--- config.mk ---
export PLATFORM = sky130hd
export DESIGN_NAME = mem_access_stage
export DESIGN_NICKNAME = d
export VERILOG_FILES = /design/src/rtl/mem_pkg.sv /design/src/rtl/mem_lane_align.sv /design/src/rtl/mem_access_stage.sv
export SDC_FILE = /design/constraint.sdc
export NUM_CORES = 1
export LEC_CHECK = 0
export BUFFER_PORTS_ARGS = -buffer_cell sky130_fd_sc_hd__clkbuf_2
export CORE_AREA = 10 10 125 127
export DETAILED_ROUTE_END_ITERATION = 7
export DIE_AREA = 0 0 135 137
export PLACE_DENSITY_LB_ADDON = 0.12
export REMOVE_ABC_BUFFERS = 1
export SLEW_MARGIN = 20
export SYNTH_ARGS = -nofsm -noshare
export SYNTH_HDL_FRONTEND = slang
export SYNTH_SLANG_ARGS = --single-unit
--- constraint.sdc ---
create_clock -name clk -period 3.2 [get_ports clk]
set_input_delay 0.32 -clock clk [delete_from_list [all_inputs] [get_ports clk]]
set_output_delay 0.32 -clock clk [all_outputs]
set_load 0.03 [all_outputs]
--- src/rtl/mem_pkg.sv ---
`default_nettype none
// ============================================================================
// Module   : mem_pkg
// Brief    : Shared access-size codes, FSM states and alignment helper for the
//            MEM-stage data-memory access unit.
// Revision : 1.0
// ============================================================================
package mem_pkg;

    localparam logic [1:0] SZ_BYTE = 2'b00;
    localparam logic [1:0] SZ_HALF = 2'b01;
    localparam logic [1:0] SZ_WORD = 2'b10;

    typedef enum logic [1:0] {
        ST_IDLE = 2'd0,
        ST_BUSY = 2'd1,
        ST_DONE = 2'd2
    } state_t;

    // Reserved size 2'b11 falls into the word rule.
    function automatic logic is_misaligned(input logic [1:0] size, input logic [1:0] addr_lo);
        case (size)
            SZ_BYTE: return 1'b0;
            SZ_HALF: return addr_lo[0];
            default: return |addr_lo;
        endcase
    endfunction

endpackage
`default_nettype wire

--- src/rtl/mem_lane_align.sv ---
`default_nettype none
// ============================================================================
// Module   : mem_lane_align
// Brief    : Little-endian lane steering: store byte enables / replicated data
//            and load lane selection with sign or zero extension.
// Revision : 1.0
// ============================================================================
module mem_lane_align
    import mem_pkg::*;
(
    input  logic [1:0]  i_st_size,
    input  logic [1:0]  i_st_addr,
    input  logic [31:0] i_st_wdata,
    output logic [3:0]  o_st_be,
    output logic [31:0] o_st_wdata,
    input  logic [1:0]  i_ld_size,
    input  logic        i_ld_unsigned,
    input  logic [1:0]  i_ld_addr,
    input  logic [31:0] i_ld_rdata,
    output logic [31:0] o_ld_data
);

    logic [7:0]  w_byte;
    logic [15:0] w_half;

    always_comb begin
        o_st_be    = 4'b1111;
        o_st_wdata = i_st_wdata;
        case (i_st_size)
            SZ_BYTE: begin
                o_st_be    = 4'b0001 << i_st_addr;
                o_st_wdata = {4{i_st_wdata[7:0]}};
            end
            SZ_HALF: begin
                o_st_be    = i_st_addr[1] ? 4'b1100 : 4'b0011;
                o_st_wdata = {2{i_st_wdata[15:0]}};
            end
            default: begin
                o_st_be    = 4'b1111;
                o_st_wdata = i_st_wdata;
            end
        endcase
    end

    always_comb begin
        w_byte = i_ld_rdata[7:0];
        case (i_ld_addr)
            2'd0:    w_byte = i_ld_rdata[7:0];
            2'd1:    w_byte = i_ld_rdata[15:8];
            2'd2:    w_byte = i_ld_rdata[23:16];
            default: w_byte = i_ld_rdata[31:24];
        endcase
    end

    assign w_half = i_ld_addr[1] ? i_ld_rdata[31:16] : i_ld_rdata[15:0];

    always_comb begin
        o_ld_data = i_ld_rdata;
        case (i_ld_size)
            SZ_BYTE: o_ld_data = i_ld_unsigned ? {24'h000000, w_byte}
                                               : {{24{w_byte[7]}}, w_byte};
            SZ_HALF: o_ld_data = i_ld_unsigned ? {16'h0000, w_half}
                                               : {{16{w_half[15]}}, w_half};
            default: o_ld_data = i_ld_rdata;
        endcase
    end

endmodule
`default_nettype wire

--- src/rtl/mem_access_stage.sv ---
`default_nettype none
// ============================================================================
// Module   : mem_access_stage
// Brief    : MEM-stage req/ack data-memory access with pipeline stall,
//            misalignment detection and ack timeout.
// Revision : 1.0
// ============================================================================
module mem_access_stage #(
    parameter int TIMEOUT = 16,
    parameter int CNT_W   = 5
) (
    input  logic        clk,
    input  logic        clr,
    input  logic        MemReadM,
    input  logic        MemWriteM,
    input  logic [1:0]  SizeM,
    input  logic        UnsignedM,
    input  logic [31:0] AluOutM,
    input  logic [31:0] WriteDataM,
    input  logic        holdM,
    input  logic        mem_ack,
    input  logic [31:0] mem_rdata,
    output logic        mem_req,
    output logic        mem_we,
    output logic [31:0] mem_addr,
    output logic [3:0]  mem_be,
    output logic [31:0] mem_wdata,
    output logic [31:0] readDataM,
    output logic        stallM,
    output logic        misalignM,
    output logic        busErrM
);
    import mem_pkg::*;

    localparam logic [CNT_W-1:0] c_to_last = CNT_W'(TIMEOUT - 1);

    state_t            r_state;
    state_t            w_next;
    logic [CNT_W-1:0]  r_cnt;
    logic [31:0]       r_addr;
    logic [1:0]        r_addr_lo;
    logic [1:0]        r_size;
    logic              r_uns;
    logic              r_we;
    logic [3:0]        r_be;
    logic [31:0]       r_wdata;
    logic [31:0]       r_rdata;
    logic              r_buserr;

    logic              w_acc;
    logic              w_misalign;
    logic              w_start;
    logic              w_busy;
    logic              w_timeout;
    logic [3:0]        w_st_be;
    logic [31:0]       w_st_wdata;
    logic [31:0]       w_ld_data;

    assign w_acc      = MemReadM | MemWriteM;
    assign w_misalign = w_acc & is_misaligned(SizeM, AluOutM[1:0]);
    assign w_start    = (r_state == ST_IDLE) & w_acc & ~w_misalign;
    assign w_busy     = (r_state == ST_BUSY);
    // An ack arriving on the last allowed cycle still completes normally.
    assign w_timeout  = w_busy & ~mem_ack & (r_cnt == c_to_last);

    mem_lane_align u_lane (
        .i_st_size     (SizeM),
        .i_st_addr     (AluOutM[1:0]),
        .i_st_wdata    (WriteDataM),
        .o_st_be       (w_st_be),
        .o_st_wdata    (w_st_wdata),
        .i_ld_size     (r_size),
        .i_ld_unsigned (r_uns),
        .i_ld_addr     (r_addr_lo),
        .i_ld_rdata    (mem_rdata),
        .o_ld_data     (w_ld_data)
    );

    always_comb begin
        w_next = r_state;
        case (r_state)
            ST_IDLE: if (w_start)              w_next = ST_BUSY;
            ST_BUSY: if (mem_ack || w_timeout) w_next = ST_DONE;
            ST_DONE: if (!holdM)               w_next = ST_IDLE;
            default:                           w_next = ST_IDLE;
        endcase
    end

    always_ff @(posedge clk or posedge clr) begin
        if (clr) begin
            r_state   <= ST_IDLE;
            r_cnt     <= '0;
            r_addr    <= '0;
            r_addr_lo <= '0;
            r_size    <= '0;
            r_uns     <= 1'b0;
            r_we      <= 1'b0;
            r_be      <= '0;
            r_wdata   <= '0;
            r_rdata   <= '0;
            r_buserr  <= 1'b0;
        end else begin
            r_state  <= w_next;
            r_buserr <= w_timeout;
            r_cnt    <= w_busy ? r_cnt + CNT_W'(1) : '0;
            if (w_start) begin
                r_addr    <= {AluOutM[31:2], 2'b00};
                r_addr_lo <= AluOutM[1:0];
                r_size    <= SizeM;
                r_uns     <= UnsignedM;
                r_we      <= MemWriteM;
                r_be      <= w_st_be;
                r_wdata   <= w_st_wdata;
            end
            if (w_busy) begin
                if (mem_ack) begin
                    r_rdata <= r_we ? 32'h0 : w_ld_data;
                end else if (w_timeout) begin
                    r_rdata <= 32'h0;
                end
            end
        end
    end

    assign mem_req   = w_busy;
    assign mem_we    = w_busy & r_we;
    assign mem_be    = w_busy ? r_be : 4'b0000;
    assign mem_addr  = r_addr;
    assign mem_wdata = r_wdata;
    assign stallM    = w_start | w_busy;
    assign misalignM = w_misalign;
    assign busErrM   = r_buserr;
    // A rejected misaligned access must not leak a stale load into latch4.
    assign readDataM = ((r_state == ST_IDLE) && w_misalign) ? 32'h0 : r_rdata;

endmodule
`default_nettype wire

==> results.py, run 1 <==
metrics = {
    "outcome": {
        "outcome": "finished clean",
    },
    "synth": {
        "ys_ff_latch": 112,
        "syn_inst": 478,
        "synth_warnings": 0,
        "synth_cell_types": 48,
        "synth_edf_count": 0,
        "synth_flop_cell": "dfrtp_1",
        "async_reset_ff_frac": 1.00,
        "yosysSeqAreaShare": 0.520,
        "syn_avg_cell_area_sq_um": 11.3,
        "syn_area_sq_um": 5390,
    },
    "critical_path": {
        "r2r_slack_ns": 1.11,
        "startpoint_type": "register",
        "timing.rr.end": "mem_wdata[6]",
        "r2r_cells": 4,
        "required_ns": 2.88,
        "rr_startpoint": "r_state[0]",
        "crit_arrival_ns": 1.79,
        "worstPathMaxFanout": 32,
        "endpoint_kind": "primary output",
        "crit_type": "register to primary output",
    },
    "global_route": {
        "overflow": 0,
        "antenna_found_initial": 0,
        "grt_usage": 0.174,
        "grt_max_degree": 49,
        "grt_pass1_vias": 4897,
        "grt_first_pass_wirelength_um": 25900,
    },
    "clock_network": {
        "clockRootBuffer": "clkbuf_16",
        "cts_resized": 0,
        "cts_buffer_depth": 2,
        "cts_hold_buf": 0,
        "cts_made_buffers": 9,
        "clk_latency_ns": 0.35,
        "cts_sinks": 112,
        "clk_pin_slew_ns": 0.08,
        "cts_tree": "built",
        "htree_levels": 3,
        "cts_setup_buffers": 0,
    },
    "sta": {
        "rsz0062_at_grt": "false",
        "period_needed_ns": 2.11,
        "setup_violations": 0,
        "slew_violations": 0,
        "max_slew_margin": 0.341,
        "fin_worst_skew_ns": 0.00824,
        "tightest_slew_ns": 0.987,
        "finalCritPeriodShare": 0.660,
        "clock.fmax_mhz": 474,
        "fin_setup_tns_ns": 0,
        "hold_violations": 0,
        "fin_ws_ns": 1.09,
    },
    "place": {
        "port_buffers": 207,
        "post_dp_cell_area_sq_um": 6590,
        "place.detailed.hpwl_um": 12000,
        "gp_congestion": 0.797,
        "dpl_worst_slack_ns": 1.11,
    },
    "power_and_ir_drop": {
        "p_seq_frac": 0.348,
        "swShare": 0.462,
        "max-vdd-ir-drop_uv": 550,
        "p_per_area_nw_per_um2": 1020,
        "p_leak_uw": 0.00339,
        "switchingPower_uw": 3240,
        "p_int_uw": 3780,
        "power_frac_comb": 0.500,
        "p_clk_frac": 0.152,
    },
    "hold_path": {
        "hp-class": "input port to asynchronous set/reset pin",
    },
    "drt": {
        "ant_nets": 0,
        "routedWlPerCell_um": 18.4,
        "drc_errors": 0,
        "via_per_inst": 5.08,
        "drt_iter0_markers": 191,
        "drt_pass1_iterations": 4,
        "drt-total-wl_um": 15800,
        "vias": 4355,
    },
    "cells_and_area": {
        "drive_gt1_frac": 0.408,
        "area_growth_pct": 27.3,
        "fin_util": 0.525,
        "antenna_cells": 0,
        "design_area_sq_um": 6870,
        "fin_nets": 783,
    },
    "die": {
        "start_util": 0.412,
        "die_h_um": 137,
        "ios": 210,
        "coreArea_sq_um": 13100,
        "dieWidth_um": 135,
        "dieArea_sq_um": 18500,
        "rows": 42,
    },
    "job": {
        "drv_cap": 0,
    },
}
-- how the worst max path moves through the flow --
stage | start | end | slack [ns] | depth (start not counted)
detailed placement | r_state[0] | mem_addr[15] | 1.11 | 4
CTS | r_state[0] | readDataM[27] | 1.06 | 5
global route | r_state[0] | readDataM[19] | 0.97 | 5
floorplan | clr | busErrM | -0.08 | 1
global placement | r_state[0] | mem_addr[29] | 1.16 | 4
finish | r_state[0] | readDataM[27] | 1.09 | 5
-- metrics by stage --
| step | hold WS [ns] | std cells | power, uW |
|---|---|---|---|
| global placement | 0.432 | 841 | 5940 |
| CTS | 0.0619 | 857 | 7110 |
| finish | 0.0194 | 857 | 7020 |
| global route | 0.0839 | 857 | 7490 |
| detailed placement | 0.445 | 841 | 6030 |
| floorplan | 0.390 | 447 | 4840 |
-- cell type report --
cell class | instances | area [sq um]
clock buffers | 10 | 229
clock inverters | 6 | 45.0
fillers | 1210 | 6220
inverters | 6 | 30.0
multi-input cells | 329 | 2400
flip-flops and latches | 112 | 2800
well taps | 176 | 220
repair buffers | 218 | 1140
-- synth_stat cells (2+ instances only) --
library cell	count	area, sq um
mux2_2	26	293
a221o_2	6	67.6
inv_1	4	15.0
nand3b_1	6	45.0
clkbuf_1	10	37.5
nor3_1	3	15.0
o221ai_1	6	52.6
and2_1	6	37.5
a21oi_1	27	135
buf_6	2	22.5
o21ai_0	17	85.1
nand2_1	39	146
a31oi_1	4	25.0
mux2i_1	31	310
a221o_1	10	100
nor3b_1	2	15.0
ha_1	2	25.0
o21ai_1	2	10.0
nor2b_1	42	263
mux2_1	26	293
nand2b_1	4	25.0
o31ai_1	8	60.1
dfrtp_1	112	2800
buf_2	12	60.1
a22o_1	2	17.5
a311oi_1	6	52.6
buf_4	8	60.1
nor2_1	35	131
-- cell usage in the layout, fill, tap and decap left out, types with 2 or more instances in the layout --
master,Yosys,routed
a21oi_1,27,27
a221o_1,10,10
a221o_2,6,6
a22o_1,2,2
a311oi_1,6,6
a31oi_1,4,4
and2_1,6,6
buf_12,0,2
buf_4,8,9
clkbuf_16,0,9
clkbuf_2,0,207
clkinvlp_4,0,3
conb_1,1,2
dfrtp_1,112,112
ha_1,2,2
inv_1,4,3
inv_6,1,2
mux2_1,26,26
mux2_2,26,26
mux2i_1,31,31
nand2_1,39,39
nand2b_1,4,4
nand3b_1,6,6
nor2_1,35,35
nor2b_1,42,41
nor3_1,3,3
nor3b_1,2,2
o21ai_0,17,17
o221ai_1,6,6
o31ai_1,8,8
-- power groups by stage --
stage                     Clock, uW  Combinational [uW]  Sequential (uW)
final                          1070                3510             2440
after CTS                      1090                3570             2450
after global placement            0                3500             2440
after detailed placement          0                3560             2470
after global routing           1150                3800             2540
after floorplan                   0                1630             3200
-- per-layer routing --
metal | vias up | global-route usage | part of all wire
met2 | 146 | 0.288 | 0.48
li1 | 2086 | - | -
met5 | - | 0 | 0
met1 | 2108 | 0.202 | 0.41
met4 | 0 | 0.0526 | 0.013
met3 | 15 | 0.0733 | 0.10
-- registers in the layout, indices dropped and copies added (netlist names) --
| register | count |
|---|---|
| mem_wdata | 32 |
| r_rdata | 32 |
| mem_addr | 30 |
| r_cnt | 5 |
| r_be | 4 |
| r_addr_lo | 2 |
| r_size | 2 |
| r_state | 2 |
| busErrM | 1 |
| r_uns | 1 |
| r_we | 1 |
-- worst max-delay path, stage by stage (launching register included) --
cell and delay, ns:
dfrtp_1 0.40, or2_1 0.28, nor2b_2 0.12, buf_4 0.31, nor2b_1 0.11, clkbuf_2 0.20
-- kinds of logic (layout without fill, tap and decap cells) --
logic type | count (synthesis) | in the layout | synth area share
adder cells (fa/ha/maj) | 2 | 2 | 0.00464
XOR/XNOR | 2 | 2 | 0.00325
buffers and inverters | 38 | 240 | 0.0385
flip-flops | 112 | 112 | 0.520
multiplexers | 84 | 84 | 0.170
other | 1 | 2 | 0.000695
AND/OR/NAND/NOR | 147 | 147 | 0.144
AO/OA/AOI/OAI | 92 | 92 | 0.119
Power figures use the tool's default switching activity.
==> run 2, diff against run 1 <==
- ABC_AREA: not set -> 1
- CORE_AREA: 10 10 125 127 -> 10 10 126 128
- DIE_AREA: 0 0 135 137 -> 0 0 136 138
- clock period: 3.2 -> 1.9 ns (I/O delays scaled with it)
==> run 2 against run 1 <==
Compared with the run above: clock power increased by 81%; power increased by 75%; register-to-register slack got worse by 0.85 ns; sequential share of layout area decreased by 1.4 points; worst hold slack improved by 0.0059 ns; critical path type unchanged; critical endpoint is now mem_be[3].
==> results.py, run 2 <==
metrics = {
    "cells_and_area": {
        "final_common_cell": "nand2_1",
        "layout_common_cells": "nand2_1, clkbuf_2, dfrtp_1",
        "design_area_sq_um": 7110,
        "antenna_cells": 0,
        "area_growth_pct": 28.4,
        "fin_nets": 1066,
        "drive_gt1_frac": 0.268,
        "multi_input_area_sq_um": 2250,
        "final-seq-area_sq_um": 2800,
        "fill_cells": 1421,
        "fin_util": 0.526,
    },
    "synth": {
        "synth_area_leaders": "dfrtp_1, nand2_1, o21ai_0",
        "synth_top_cells_by_count": "nand2_1, dfrtp_1, o21ai_0",
        "synth_top_area_share": 0.506,
        "post-synth-top-count-cell": "nand2_1",
        "syn_area_sq_um": 5540,
        "yosys.area.top_type": "dfrtp_1",
        "syn_inst": 760,
        "yosysSeqAreaShare": 0.506,
        "synth_flop_cell": "dfrtp_1",
        "synth_warnings": 0,
        "syn_avg_cell_area_sq_um": 7.28,
        "ys_ff_latch": 112,
        "synth_edf_count": 0,
        "async_reset_ff_frac": 1.00,
        "synth_cell_types": 25,
    },
    "drt": {
        "routedWlPerCell_um": 14.7,
        "vias": 5303,
        "drt-total-wl_um": 16800,
        "ant_nets": 0,
        "drt_iter0_markers": 375,
        "drc_errors": 0,
        "via_per_inst": 4.64,
        "drt_pass1_iterations": 4,
    },
    "global_route": {
        "grt_usage": 0.177,
        "grt_pass1_vias": 5242,
        "overflow": 0,
        "antenna_found_initial": 0,
        "grt_max_degree": 67,
        "grt_first_pass_wirelength_um": 27000,
    },
    "hold_path": {
        "hp-class": "input port to register",
        "holdPathStages": 3,
    },
    "clock_network": {
        "cts_buffer_depth": 2,
        "cts_tree": "built",
        "cts_made_buffers": 9,
        "htree_levels": 3,
        "cts_sinks": 112,
        "clockRootBuffer": "clkbuf_16",
        "clk_latency_ns": 0.35,
        "clk_pin_slew_ns": 0.08,
        "cts_setup_buffers": 0,
    },
    "job": {
        "drv_cap": 0,
    },
    "sta": {
        "period_needed_ns": 1.77,
        "rsz0062_at_grt": "false",
        "fin_setup_tns_ns": 0,
        "slew_violations": 0,
        "clock.fmax_mhz": 566,
        "finalCritPeriodShare": 0.929,
        "hold_violations": 0,
        "max_slew_margin": 0.581,
        "tightest_slew_ns": 0.627,
        "setup_violations": 0,
        "fin_worst_skew_ns": 0.00859,
    },
    "critical_path": {
        "endpoint_kind": "primary output",
        "crit_type": "register to primary output",
        "worstPathMaxFanout": 10,
        "r2r_cells": 9,
        "startpoint_type": "register",
        "required_ns": 1.71,
        "crit_arrival_ns": 1.58,
    },
    "place": {
        "place.detailed.hpwl_um": 12800,
        "post_dp_cell_area_sq_um": 6790,
        "port_buffers": 207,
        "gp_congestion": 0.885,
    },
    "power_and_ir_drop": {
        "p_int_uw": 6260,
        "power_frac_comb": 0.511,
        "p_per_area_nw_per_um2": 1730,
        "swShare": 0.491,
        "switchingPower_uw": 6040,
        "p_seq_frac": 0.332,
        "max-vdd-ir-drop_uv": 743,
        "p_clk_frac": 0.158,
        "p_leak_uw": 0.00427,
    },
    "die": {
        "rows": 43,
        "dieArea_sq_um": 18800,
        "dieWidth_um": 136,
        "coreArea_sq_um": 13500,
        "start_util": 0.410,
        "die_h_um": 138,
        "ios": 210,
    },
    "outcome": {
        "outcome": "finished clean",
    },
}
run 2: cell count changes in the layout (fill, tap and decap cells not counted), sizes merged, moves of 7 or more:
cell / delta
a221o: -16
buf: +9
inv: +71
mux2: -52
mux2i: -31
nand2: +290
nand3: +22
nor2: +15
nor2b: -42
o21ai: +62
o31ai: -7
run 2: stage by stage:
stage	total power, uW	instances	hold WS [ns]	worst slack, ns
floorplan	8270	720	0.256	-1.25
global placement	10400	1127	0.124	0.241
detailed placement	10500	1127	0.118	0.196
CTS	12500	1144	0.0123	0.0400
global route	13300	1144	0.0148	0.0380
finish	12300	1144	0.0252	0.134
run 2: power groups by stage:
stage	Combinational (uW)	Clock, uW	Sequential, uW
6_report	6280	1940	4080
5_1_grt	7000	2110	4220
3_5_place_dp	6390	0	4070
3_3_place_gp	6320	0	4100
4_1_cts	6380	2000	4070
2_1_floorplan	3000	0	5270
run 2: metal layers:
layer / share of wire / global-route usage / vias to the layer above
met1: 0.44 / 0.218 / 2378
met2: 0.44 / 0.274 / 171
li1: - / - / 2732
met5: 0 / 0 / -
met3: 0.10 / 0.0736 / 22
met4: 0.017 / 0.0578 / 0
run 2: final timing paths:
check                             from             to  slack (ns)
min                        AluOutM[20]   mem_addr[20]        0.03
min in group asynchronous          clr   mem_addr[31]        0.29
max in group asynchronous          clr  mem_wdata[26]        1.05
min reg2reg                   r_cnt[0]       r_cnt[0]        0.47
max reg2reg                  r_size[1]    r_rdata[29]        0.26
max                         r_state[1]      mem_be[3]        0.13
run 2: what timing repair did:
item,4_1_cts,5_1_grt
setup endpoints to repair,0,10
hold buffers,1,0
hold endpoints to repair,12,0
gates resized for setup,0,2
run 2: critical path: stages (launching register included):
cell and delay, ns:
dfrtp_1 0.44, nor2_4 0.16, clkinvlp_4 0.20, nor2_1 0.18, clkbuf_2 0.23
run 2: layout make-up:
type | count | area share
Clock buffer | 9 | 0.0317
Clock inverter | 7 | 0.0111
Tap cell | 180 | 0.0317
Multi-Input combinational cell | 532 | 0.316
Sequential cell | 112 | 0.394
Timing Repair Buffer | 228 | 0.174
Inverter | 76 | 0.0410
run 2: cells by family (layout without fill, tap and decap cells):
group	after synthesis	in the layout	share of synthesized area
other cells	1	2	0.000677
flops	112	112	0.506
simple gates	412	412	0.293
fa+ha+maj	2	2	0.00452
compound gates	116	116	0.106
buf+inv	117	320	0.0893
